==> src/rtl/wb_queue.sv <==
// Writeback queue between MEM and the register-file write port: a DEPTH-entry FIFO
// of pending register writes with youngest-match forwarding to ID.
module wb_queue #(
  parameter  int DATA_W = 32,
  parameter  int ADDR_W = 5,
  parameter  int DEPTH  = 4,
  localparam int CNT_W  = $clog2(DEPTH) + 1
) (
  input  logic              clk,
  input  logic              rst,
  input  logic              rdy,
  input  logic              in_valid,
  input  logic              in_we,
  input  logic [ADDR_W-1:0] in_waddr,
  input  logic [DATA_W-1:0] in_wdata,
  output logic              in_ready,
  input  logic              wb_ready,
  output logic              wb_we,
  output logic [ADDR_W-1:0] wb_waddr,
  output logic [DATA_W-1:0] wb_wdata,
  input  logic [ADDR_W-1:0] fwd_raddr,
  output logic              fwd_hit,
  output logic [DATA_W-1:0] fwd_data,
  output logic [CNT_W-1:0]  count,
  output logic              stall_req
);

  localparam int PTR_W = $clog2(DEPTH);

  logic [PTR_W-1:0]  head;
  logic [PTR_W-1:0]  tail;
  logic [DEPTH-1:0]  valid;
  logic [ADDR_W-1:0] addr_mem [DEPTH];
  logic [DATA_W-1:0] data_mem [DEPTH];
  logic              empty;
  logic              eq;
  logic              dq;
  logic [PTR_W-1:0]  scan_idx;

  always_comb begin
    empty     = (count == '0);
    in_ready  = rdy && ((count < CNT_W'(DEPTH)) || wb_ready);
    stall_req = in_valid && !in_ready;
    wb_we     = rdy && !empty;
    wb_waddr  = empty ? '0 : addr_mem[head];
    wb_wdata  = empty ? '0 : data_mem[head];
    eq        = in_valid && in_ready && in_we && (in_waddr != '0);
    dq        = wb_we && wb_ready;
  end

  // Oldest-to-youngest scan; later hits overwrite earlier ones, so the youngest wins.
  always_comb begin
    fwd_hit  = 1'b0;
    fwd_data = '0;
    scan_idx = '0;
    for (int unsigned i = 0; i < DEPTH; i++) begin
      scan_idx = head + PTR_W'(i);
      if (valid[scan_idx] && (addr_mem[scan_idx] == fwd_raddr) && (fwd_raddr != '0)) begin
        fwd_hit  = 1'b1;
        fwd_data = data_mem[scan_idx];
      end
    end
  end

  always_ff @(posedge clk) begin
    if (rst) begin
      head  <= '0;
      tail  <= '0;
      count <= '0;
      valid <= '0;
    end else begin
      if (dq) begin
        valid[head] <= 1'b0;
        head        <= head + 1'b1;
      end
      // When full, head == tail on push+pop; the later set must win over the clear.
      if (eq) begin
        valid[tail] <= 1'b1;
        tail        <= tail + 1'b1;
      end
      case ({eq, dq})
        2'b10:   count <= count + 1'b1;
        2'b01:   count <= count - 1'b1;
        default: count <= count;
      endcase
    end
  end

  always_ff @(posedge clk) begin
    if (!rst && eq) begin
      addr_mem[tail] <= in_waddr;
      data_mem[tail] <= in_wdata;
    end
  end

endmodule

==> config.mk <==
export PLATFORM = sky130hd
export DESIGN_NAME = wb_queue
export DESIGN_NICKNAME = d
export VERILOG_FILES = /design/src/rtl/wb_queue.sv
export SDC_FILE = /design/constraint.sdc
export NUM_CORES = 1
export LEC_CHECK = 0
export CORE_UTILIZATION = 65
export CTS_CLUSTER_DIAMETER = 50
export DETAILED_ROUTE_END_ITERATION = 8
export DONT_BUFFER_PORTS = 1
export PLACE_DENSITY = 0.81
export SYNTH_ARGS = -nofsm -noshare
export SYNTH_HDL_FRONTEND = slang
export SYNTH_SLANG_ARGS = --single-unit
==> constraint.sdc <==
create_clock -name clk -period 4 [get_ports clk]
set_clock_uncertainty 0.2 [all_clocks]
set_input_delay 0.6 -clock clk [delete_from_list [all_inputs] [get_ports clk]]
set_output_delay 0.6 -clock clk [all_outputs]
set_load 0.02 [all_outputs]
[Word-level counts from Yosys, hierarchy flattened]
Memories as Yosys holds them, arrays and structs flattened. A register that Yosys moved wholly into a read port is not among the register bits.
Index checks and enable logic that the tools add are counted.
Widths: inputs -> output; s select.
Word-level totals
  memories: 2
  bits of input ports: 48
  bits in writable memories: 148
  bits in registers: 11
Operators by class
  bitwise gates (word level): 3
  add/subtract/negate cells: 6
  $lt $le $gt $ge: 8
  eq/ne operators: 6
  mux-type cells: 32
  reduce and logical (&&, ||, !) cells: 26
Memory list
  data_mem: words 4, bits a word 32, rd ports 4, clocked after Yosys merged registers in 1, write ports 1, line 34  | logic [DATA_W-1:0] data_mem [DEPTH];
  addr_mem: words 4, bits a word 5, rd ports 4, clocked after Yosys merged registers in 1, write ports 1, line 33  | logic [ADDR_W-1:0] addr_mem [DEPTH];
Operator list (count)
  $mux 32: 5
  $eq 5x5->1: 4
  $logic_and 1x1->1: 18
  $lt 2x3->1 const B: 5
  $mux 1: 12
  $mux 4: 3
  $reduce_bool 5->1: 2
  $bmux 1 s2: 4
  $mux 2: 4
  $pmux 3 s2: 1
  $mux 5: 1
  $add 2x1->2 const B: 2
  $add 2x2->2 const B: 2
  $and 4x4->4: 1
  $demux 1 s2: 2
  $ge 2x1->1 const B: 2
  $not 4->4: 1
  $or 4x4->4: 1
  $add 3x1->3 const B: 1
  $logic_not 1->1: 3
  $logic_not 3->1: 1
  $lt 3x3->1 const B: 1
  $sub 3x1->3 const B: 1
  $eq 2x1->1 const B: 1
  other kinds (3): 3

[Longest topological paths before layout]
  depth in word-level cells: 10
  mapped depth: 14
  gate-level depth less buffers: 9

[Worst setup path after synthesis]
No wires, ideal clock.
  path kind: reg-to-output
  start: reg head[1]
  end: out fwd_data[14]
  stages on the path, launching flop included: 12
  buffers on the path: 3
  path slack: 0.048 ns
  data arrival time: 3.152 ns
  required time: 3.200 ns
  path through: dfxtp_1 clkbuf_1 inv_1 ha_1 buf_2 mux4_2 xnor2_1 nand3_1 o211a_1 buf_2 a2111oi_1 a211oi_1
On the way
  cells in the longest elaborated chain, start to end: 8
RTL lines
  start: declaration: line 30  | logic [PTR_W-1:0] head;
  start signal: assignment: line 74  | head <= head + 1'b1;
  $add 2x1->2 / $bmux 1 s2 (equally long branches): line 57, 58
  $mem_v2 4x5 (tied with other cells)
  $eq 5x5->1 (tied with other cells): line 58  | if (valid[scan_idx] && (addr_mem[scan_idx] == fwd_raddr) && (fwd_raddr != '0)) begin
  $logic_and 1x1->1: line 58
  $logic_and 1x1->1 / $mux 32 (equally long branches): line 58
  $mux 32 (2 in a row): line 58
  $mux 32 (*): line 58
  end: declaration: line 23  | output logic [DATA_W-1:0] fwd_data,
Mark *: on every way between the ends. The rest lies on a longest branch, timed or not. The select of a mux whose other input is x is not followed.

[Worst setup path after layout]
  start: reg head[0]
  end: out fwd_data[28]
RTL lines
  $add 2x2->2 (*): line 57  | scan_idx = head + PTR_W'(i);
  via scan_idx[0]: line 38  | logic [PTR_W-1:0] scan_idx;
  $mem_v2 4x5 / $bmux 1 s2 (equally long branches)
  $eq 5x5->1 / $mux 1 (equally long branches): line 58
  $logic_and 1x1->1 (2 in a row): line 58
  $mux 32 (*): line 58
Mark *: on every way through the listed nets, which the timed path passes. The rest lies on a longest branch. The select of a mux whose other input is x is not followed.

==> flow_summary.ini <==
[floorplan]
fp.dieH_um = 127.2
coreArea_sq_mm = 0.01526
rows = 45
die_x_um = 127.2
start_util_pct = 66.80
io_pins = 124
die_area_sq_mm = 0.01618

[route]
drtIter0Drc = 615
routed_wl_um = 25720
drc_errors = 0
wl_per_cell_um = 25.77
vias_per_cell = 7.112
final_antenna_net_count = 0
num_vias = 7098
first_pass_iters = 5

[timing]
timing.final.max_slew_violations = 0
setup_slack_ps = 33.32
hold_viol = 0
rsz0062_at_grt = yes
setup_violations = 0
min_period_ps = 3967
worst_pin_slew_ps = 1196
finalCritPeriodShare_pct = 99.17
max_freq_ghz = 0.2521
relSlewSlack_pct = 20.28
whs_ps = 25.50

[synth]
synth.most_common_cell = edfxtp_1
synth.largest_area_cell = edfxtp_1
synth_seq_cells = 161
yosysSeqAreaShare_pct = 46.16
synth_common_cells = 148 x edfxtp_1, 80 x mux4_2, 64 x nand2_1
synth_edf_count = 148
avgSynthCellArea_sq_um = 12.98
synth_cell_type_count = 51
syn_nets = 843
syn_inst = 785
ys_async_sr_fraction_pct = 0
synth_area_sq_mm = 0.01019
yosys_warnings = 0
synth_top_area_share_pct = 43.60
ys.flop_type = edfxtp_1
synth.area.top_cells = edfxtp_1 44%, mux4_2 18%, mux2i_1 4.4%

[power]
irDropWorstVdd_mv = 0.3333
clkPwrFrac_pct = 41.8
p_int_mw = 3.005
power.leakage_nw = 3.448
p_switching_uw = 930.7
combPwrFrac_pct = 10.7
powerDensity_mw_per_mm2 = 347.9
sw_frac_of_total_pct = 23.65
power_frac_seq_pct = 47.5

[finish]
area_growth_syn_to_layout_pct = 10.99
nets = 833
antenna_cells = 0
final_layout_size_suffix_gt1_share_pct = 30.75

[critical_path]
arrival_ps = 3170
path_class = reg2out
crit_path_start_kind = flip-flop
required_ps = 3200
crit_fanout = 24
endpoint_kind = output pin

[cts]
h-tree-depth = 4
root_buffer = clkbuf_16
clockBufferDepth = 2
cts_sinks = 161
cts_tree = built
insertion_delay_ps = 430
cts_buffers = 17
clk_pin_slew_ps = 70

[outcome]
outcome = completed

[global_routing]
grt_pass1_wl_um = 38160
grt_pass1_vias = 7040
antenna_found_initial = 0
grt_max_degree = 74
grt_remaining_overflow = 0
track_usage_pct = 31.75

[placement]
place.gp.congestion = 0.8928
pre_cts_ws_ps = 264.8
portBuffers = 0
dpl.hpwl_um = 14920

[flow_run]
maxCapViolations = 0

[worst_hold_path]
hp-class = in2reg
[per-stage QoR]
step | utilization (%) | cell area (sq um) | TNS [ps] | total power [mW] | instances
after detailed placement | 68.06 | 10390 | 0 | 2.302 | 955
final | 74.14 | 11310 | 0 | 3.935 | 998
after global placement | 68.06 | 10390 | 0 | 2.289 | 955
after global routing | 74.14 | 11310 | -135.4 | 4.035 | 998
after CTS | 72.66 | 11090 | 0 | 3.930 | 989
after floorplan | - | 10190 | 0 | 2.243 | 785
[sequential cells by signal (all words and copies together) (netlist names), named ones only]
name,flops
head,2
addr_mem,20
data_mem,128
tail,2
valid,4
count,3
[placed cells by master, fill, tap and decap left out, types with 10 or more instances in the layout]
cell	instances
edfxtp_1	148
mux4_2	80
nand2_1	64
nor2_1	48
mux2i_1	45
a21oi_1	37
nor2b_1	35
o21ai_0	33
mux2_2	32
buf_4	25
o2bb2ai_1	24
inv_1	21
o221a_2	21
clkbuf_16	20
xnor2_1	15
and2_1	10
[cell type report]
class                           instances  area [sq um]
Tap cell                              211         264.0
Timing Repair Buffer                   41         457.9
Clock buffer                           20         436.7
Fill cell                             934          3946
Clock inverter                         11         157.7
Multi-Input combinational cell        532          5199
Sequential cell                       161          4715
Inverter                               22         82.58
[routing by layer]
metal | wire length, um | GRT usage (%)
met3 | 2399 | 8.333
met1 | 9346 | 38.37
met4 | 677 | 12.61
met2 | 13290 | 54.72
met5 | 0 | 0
[cells by family after synthesis]
| group | after synthesis | synth area share [%] |
|---|---|---|
| xor+xnor | 27 | 2.394 |
| buf+inv | 92 | 4.383 |
| simple gates | 188 | 8.814 |
| compound gates | 149 | 11.06 |
| fa+ha+maj | 10 | 1.301 |
| flops | 161 | 46.16 |
| mux | 158 | 25.89 |
[worst max-delay path, stage by stage (launching register included)]
cell,delay (ps)
dfxtp_4,360
inv_2,60
ha_4,340
buf_6,150
mux4_2,340
xnor2_2,210
o2111ai_2,150
a211oi_4,220
buf_4,190
or2_4,150
buf_12,170
o221a_1,240
buf_6,130
[worst paths after layout]
kind	cells past startpoint	slack (ps)	startpoint	to
setup / recovery	12	30	head[0]	fwd_data[28]
hold / removal	1	30	rst	tail[1]
setup reg to reg	9	990	count[1]	count[2]
hold reg to reg	2	360	tail[1]	tail[1]
[timing repair]
item / 4_1_cts / 5_1_grt
gates resized for setup: 25 / 36
endpoints found under the hold margin: 0 / 0
pin swaps: 2 / 10
setup buffers: 4 / 5
cloned: 0 / 4
hold buffers: 0 / 0
endpoints found under the setup margin: 32 / 33
[power groups by stage]
stage | Clock (mW) | Combinational, mW | Sequential (mW)
2_1_floorplan | 0 | 0.346 | 1.90
3_3_place_gp | 0 | 0.387 | 1.90
3_5_place_dp | 0 | 0.399 | 1.90
4_1_cts | 1.65 | 0.412 | 1.87
5_1_grt | 1.71 | 0.452 | 1.87
6_report | 1.65 | 0.421 | 1.87
Note: power is estimated with default switching activity, not from simulation.
